### src/rtl/alu_issue_unit.sv
// Integer ALU issue unit: accepts an instruction plus operands, drives an external
// combinational ALU from registers, and returns the captured result with rd.
module alu_issue_unit #(
   parameter int unsigned WORDSIZE = 64
) (
   input  logic                clock,
   input  logic                reset,
   input  logic                req_valid,
   output logic                req_ready,
   input  logic [31:0]         req_instr,
   input  logic [WORDSIZE-1:0] req_rs1_val,
   input  logic [WORDSIZE-1:0] req_rs2_val,
   output logic [WORDSIZE-1:0] alu_input_a,
   output logic [WORDSIZE-1:0] alu_input_b,
   output logic [9:0]          alu_operation,
   input  logic [WORDSIZE-1:0] alu_out,
   input  logic                alu_overflow,
   output logic                resp_valid,
   input  logic                resp_ready,
   output logic [WORDSIZE-1:0] resp_result,
   output logic                resp_overflow,
   output logic [4:0]          resp_rd,
   output logic                resp_illegal,
   output logic [15:0]         issued_count
);

   typedef enum logic [1:0] {
      IDLE = 2'd0,
      EXEC = 2'd1,
      RESP = 2'd2
   } state_e;

   state_e              state_q;
   logic                req_ready_q;
   logic                illegal_q;
   logic                resp_valid_q;
   logic                resp_overflow_q;
   logic [WORDSIZE-1:0] a_q;
   logic [WORDSIZE-1:0] b_q;
   logic [WORDSIZE-1:0] result_q;
   logic [9:0]          op_q;
   logic [4:0]          rd_q;
   logic [15:0]         issued_q;
   logic [15:0]         issued_d;

   logic [6:0]          opcode;
   logic [2:0]          funct3;
   logic [6:0]          funct7;
   logic                dec_illegal;
   logic [9:0]          dec_op;
   logic [WORDSIZE-1:0] dec_a;
   logic [WORDSIZE-1:0] dec_b;
   logic                unused_rs1_field;

   assign opcode           = req_instr[6:0];
   assign funct3           = req_instr[14:12];
   assign funct7           = req_instr[31:25];
   assign unused_rs1_field = ^req_instr[19:15];

   always_comb begin
      dec_illegal = 1'b1;
      dec_op      = '0;
      dec_a       = '0;
      dec_b       = '0;
      if (opcode == 7'b0110011 && funct3 == 3'b000 &&
          (funct7 == 7'b0000000 || funct7 == 7'b0100000)) begin
         dec_illegal = 1'b0;
         dec_op      = {funct3, funct7};
         dec_a       = req_rs1_val;
         dec_b       = req_rs2_val;
      end else if (opcode == 7'b0010011 && funct3 == 3'b000) begin
         dec_illegal = 1'b0;
         dec_op      = '0;
         dec_a       = req_rs1_val;
         dec_b       = {{(WORDSIZE-12){req_instr[31]}}, req_instr[31:20]};
      end
   end

   assign issued_d = (issued_q == 16'hFFFF) ? issued_q : issued_q + 16'd1;

   // req_ready is registered so it stays low while reset is held and rises on the first edge after.
   always_ff @(posedge clock or posedge reset) begin
      if (reset) begin
         state_q         <= IDLE;
         req_ready_q     <= 1'b0;
         illegal_q       <= 1'b0;
         resp_valid_q    <= 1'b0;
         resp_overflow_q <= 1'b0;
         a_q             <= '0;
         b_q             <= '0;
         result_q        <= '0;
         op_q            <= '0;
         rd_q            <= '0;
         issued_q        <= '0;
      end else begin
         case (state_q)
            IDLE: begin
               req_ready_q <= 1'b1;
               if (req_valid && req_ready_q) begin
                  a_q         <= dec_a;
                  b_q         <= dec_b;
                  op_q        <= dec_op;
                  rd_q        <= req_instr[11:7];
                  illegal_q   <= dec_illegal;
                  req_ready_q <= 1'b0;
                  state_q     <= EXEC;
                  if (!dec_illegal) begin
                     issued_q <= issued_d;
                  end
               end
            end
            EXEC: begin
               result_q        <= illegal_q ? '0 : alu_out;
               resp_overflow_q <= illegal_q ? 1'b0 : alu_overflow;
               resp_valid_q    <= 1'b1;
               state_q         <= RESP;
            end
            RESP: begin
               if (resp_ready) begin
                  resp_valid_q <= 1'b0;
                  req_ready_q  <= 1'b1;
                  state_q      <= IDLE;
               end
            end
            default: begin
               state_q <= IDLE;
            end
         endcase
      end
   end

   assign req_ready     = req_ready_q;
   assign alu_input_a   = a_q;
   assign alu_input_b   = b_q;
   assign alu_operation = op_q;
   assign resp_valid    = resp_valid_q;
   assign resp_result   = result_q;
   assign resp_overflow = resp_overflow_q;
   assign resp_rd       = rd_q;
   assign resp_illegal  = illegal_q;
   assign issued_count  = issued_q;

endmodule
### config.mk
export PLATFORM = sky130hd
export DESIGN_NAME = alu_issue_unit
export DESIGN_NICKNAME = d
export VERILOG_FILES = /design/src/rtl/alu_issue_unit.sv
export SDC_FILE = /design/constraint.sdc
export NUM_CORES = 1
export LEC_CHECK = 0
export ABC_AREA = 1
export ABC_CLOCK_PERIOD_IN_PS = 9600
export CAP_MARGIN = 20
export CORE_AREA = 2 2 175 177
export CTS_CLUSTER_SIZE = 40
export DETAILED_ROUTE_END_ITERATION = 6
export DIE_AREA = 0 0 177 179
export PLACE_DENSITY = 0.66
export SYNTH_ARGS = -nofsm -noshare
export SYNTH_HDL_FRONTEND = slang
export SYNTH_SLANG_ARGS = --single-unit
### constraint.sdc
create_clock -name clock -period 9.6 [get_ports clock]
set_clock_uncertainty 0.2 [all_clocks]
set_input_delay 0.96 -clock clock [delete_from_list [all_inputs] [get_ports clock]]
set_output_delay 0.96 -clock clock [all_outputs]
set_load 0.02 [all_outputs]
==> flow_summary.json <==
{
  "cts_tree": "built",
  "drv_cap": 0,
  "synth_fp_nets": 1328,
  "switching_power_mw": 1.12,
  "r2r_end": "issued_count[10]",
  "criticalPathCategory": "in -> reg",
  "r2r_cells": 8,
  "finalPower_mw": 3.34,
  "cts_setup_buffers": 0,
  "slew_violations": 0,
  "core_um2": 30000,
  "p_seq_share_pct": 35.9,
  "setup_slack_ns": 5.99,
  "fin_area_um2": 15300,
  "grt_max_degree": 117,
  "ios": 456,
  "crit_path_start": "req_valid",
  "hold_buffers": 0,
  "cts_buffer_depth": 3,
  "vias_per_cell": 4.69,
  "switching_share_pct": 33.5,
  "period_share_pct": 37.6,
  "cts_sinks": 229,
  "tns_ns": 0,
  "ys_types": 33,
  "period_minus_slack_ns": 3.61,
  "vias": 9047,
  "final_nets": 1744,
  "placed_cell_area_um2": 14400,
  "gr-total-overflow": 0,
  "utilization_pct": 51.1,
  "dr.pass1.iters": 7,
  "synth_cells": 1098,
  "layout_commonest_cell": "clkdlybuf4s50_1",
  "ir_drop_uv": 162,
  "grt_pass1_wl_mm": 48.8,
  "grt_setup_unrepaired": "no",
  "holdCritPathClass": "reg -> reg",
  "postSynthAreaPerCell_um2": 8.88,
  "yosysWarnings": 0,
  "clk_pin_slew_ns": 0.06,
  "cp.arrival_ns": 3.82,
  "chipHeight_um": 179,
  "start_util_pct": 32.5,
  "required_ns": 9.81,
  "fmax_mhz": 277,
  "io_buffers": 450,
  "wl_per_cell_um": 16.9,
  "cts_buffers": 25,
  "setup_viol": 0,
  "drt_iter0_markers": 545,
  "crit_path_max_fanout": 87,
  "synth-seq-cells": 229,
  "r2r_start": "state_q[1]",
  "status": "finished, final reports clean",
  "die_area_um2": 31700,
  "timing.final.hold_violations": 0,
  "drive_gt1_share_pct": 6.46,
  "areaGrowthSynthToFinish_pct": 57.4,
  "cts_root_buf": "clkbuf_16",
  "post-place-ws_ns": 5.38,
  "ctsResizeCount": 0,
  "internal-power_mw": 2.22,
  "p_comb_share_pct": 32.0,
  "antenna_cells": 0,
  "clockPowerShare_pct": 32.1,
  "routed_wl_mm": 32.5,
  "hold_ws_ns": 0.277,
  "route.detailed.drc": 0,
  "start_kind": "primary input",
  "dp_hpwl_mm": 22.3,
  "slew_headroom_pct": 32.5,
  "postRouteAntennaNets": 0,
  "fp-row-count": 64,
  "place_inst": 1883,
  "die_w_um": 177,
  "grt_pass1_vias": 8589,
  "antenna_found_initial": 0,
  "worst_pin_slew_ns": 1.01,
  "r2r_slack_ns": 6.32,
  "synth_largest_area_cell": "dfrtp_1",
  "ys_seq_area_share_pct": 58.8,
  "clk_latency_ns": 0.52,
  "htreeDepth": 1,
  "grtUsageTotal_pct": 19.5,
  "power_density_nw_per_um2": 218,
  "final_cell_mix": "clkdlybuf4s50_1, nand2_1, dfrtp_1, nand3_1, nor2_1",
  "synth_top_area_share_pct": 58.8,
  "netlist_area_um2": 9750,
  "endpoint_kind": "flip-flop",
  "final_cells": 1928,
  "leakagePower_nw": 7.02,
  "gp_congestion": 0.797,
  "netlist_top_cells_area": "dfrtp_1, nand2_1, nand3_1",
  "cp-endpoint": "issued_count[10]"
}
## worst max-delay path: stages
cell and delay, ns:
clkdlybuf4s50_1 0.53, nand3_4 0.32, inv_6 0.61, buf_4 0.80, and3_1 0.30, nand3_1 0.08, nand2_1 0.10, nand2_1 0.05
## synth_stat cells
library cell	instances
nand3_2	14
buf_4	8
inv_4	1
buf_6	8
nand4_1	18
nand3_1	155
nor3_1	1
ha_1	1
nor3b_4	1
xnor2_1	1
buf_2	24
clkinv_2	2
inv_1	36
clkinv_1	1
xor2_1	3
nand3b_1	1
nand4_4	1
clkbuf_1	21
and3_1	1
o211ai_1	1
a21oi_2	19
nand2_1	403
a21oi_1	36
buf_1	5
nand2_4	1
buf_8	2
nand2_2	3
o21ai_0	8
nor2_1	87
nor2_4	3
dfrtp_1	229
nand3_4	1
nor2_2	2
## worst min-delay path by stage
stage                               start              end  slack, ns  cells past startpoint
after floorplan                state_q[0]       state_q[1]       0.34                      3
after global placement    alu_input_a[61]  alu_input_a[61]       0.26                      2
after detailed placement  resp_result[57]  resp_result[57]       0.26                      2
after CTS                 resp_result[29]  resp_result[29]       0.28                      2
after global routing      resp_result[48]  resp_result[48]       0.30                      2
final                     resp_result[29]  resp_result[29]       0.28                      2
## final cells by class
class                           instances  area, um2
Tap cell                              396        495
Sequential cell                       229       5730
Fill cell                            2788      14700
Timing Repair Buffer                  457       4560
Clock buffer                           32        692
Multi-Input combinational cell        761       3480
Clock inverter                         13        224
Inverter                               40        166
## registers in the layout, indices dropped and copies added (netlist names)
| name | cells |
|---|---|
| resp_illegal | 1 |
| alu_input_a | 64 |
| alu_operation | 10 |
| alu_input_b | 64 |
| state_q | 2 |
| resp_overflow | 1 |
| resp_valid | 1 |
| resp_rd | 5 |
| req_ready | 1 |
| issued_count | 16 |
| resp_result | 64 |
## routing by layer
| layer | routed length (um) | GRT usage, % |
|---|---|---|
| met1 | 13700 | 24.9 |
| met2 | 15500 | 32.0 |
| met3 | 2750 | 5.75 |
| met4 | 682 | 5.34 |
| met5 | 0 | 0 |
## power groups by stage
stage | logic, mW | clock network, mW | registers [mW]
detailed placement | 1.08 | 0 | 1.21
global placement | 1.07 | 0 | 1.21
CTS | 1.08 | 1.10 | 1.20
global route | 1.15 | 1.14 | 1.22
finish | 1.07 | 1.07 | 1.20
floorplan | 0.413 | 0 | 1.38
## logic make-up after synthesis
logic type	synth area share, %
xor+xnor	0.360
compound gates	4.04
buf+inv	5.67
flops	58.8
fa+ha+maj	0.128
simple gates	31.0
Note: power is estimated with default switching activity, not from simulation.
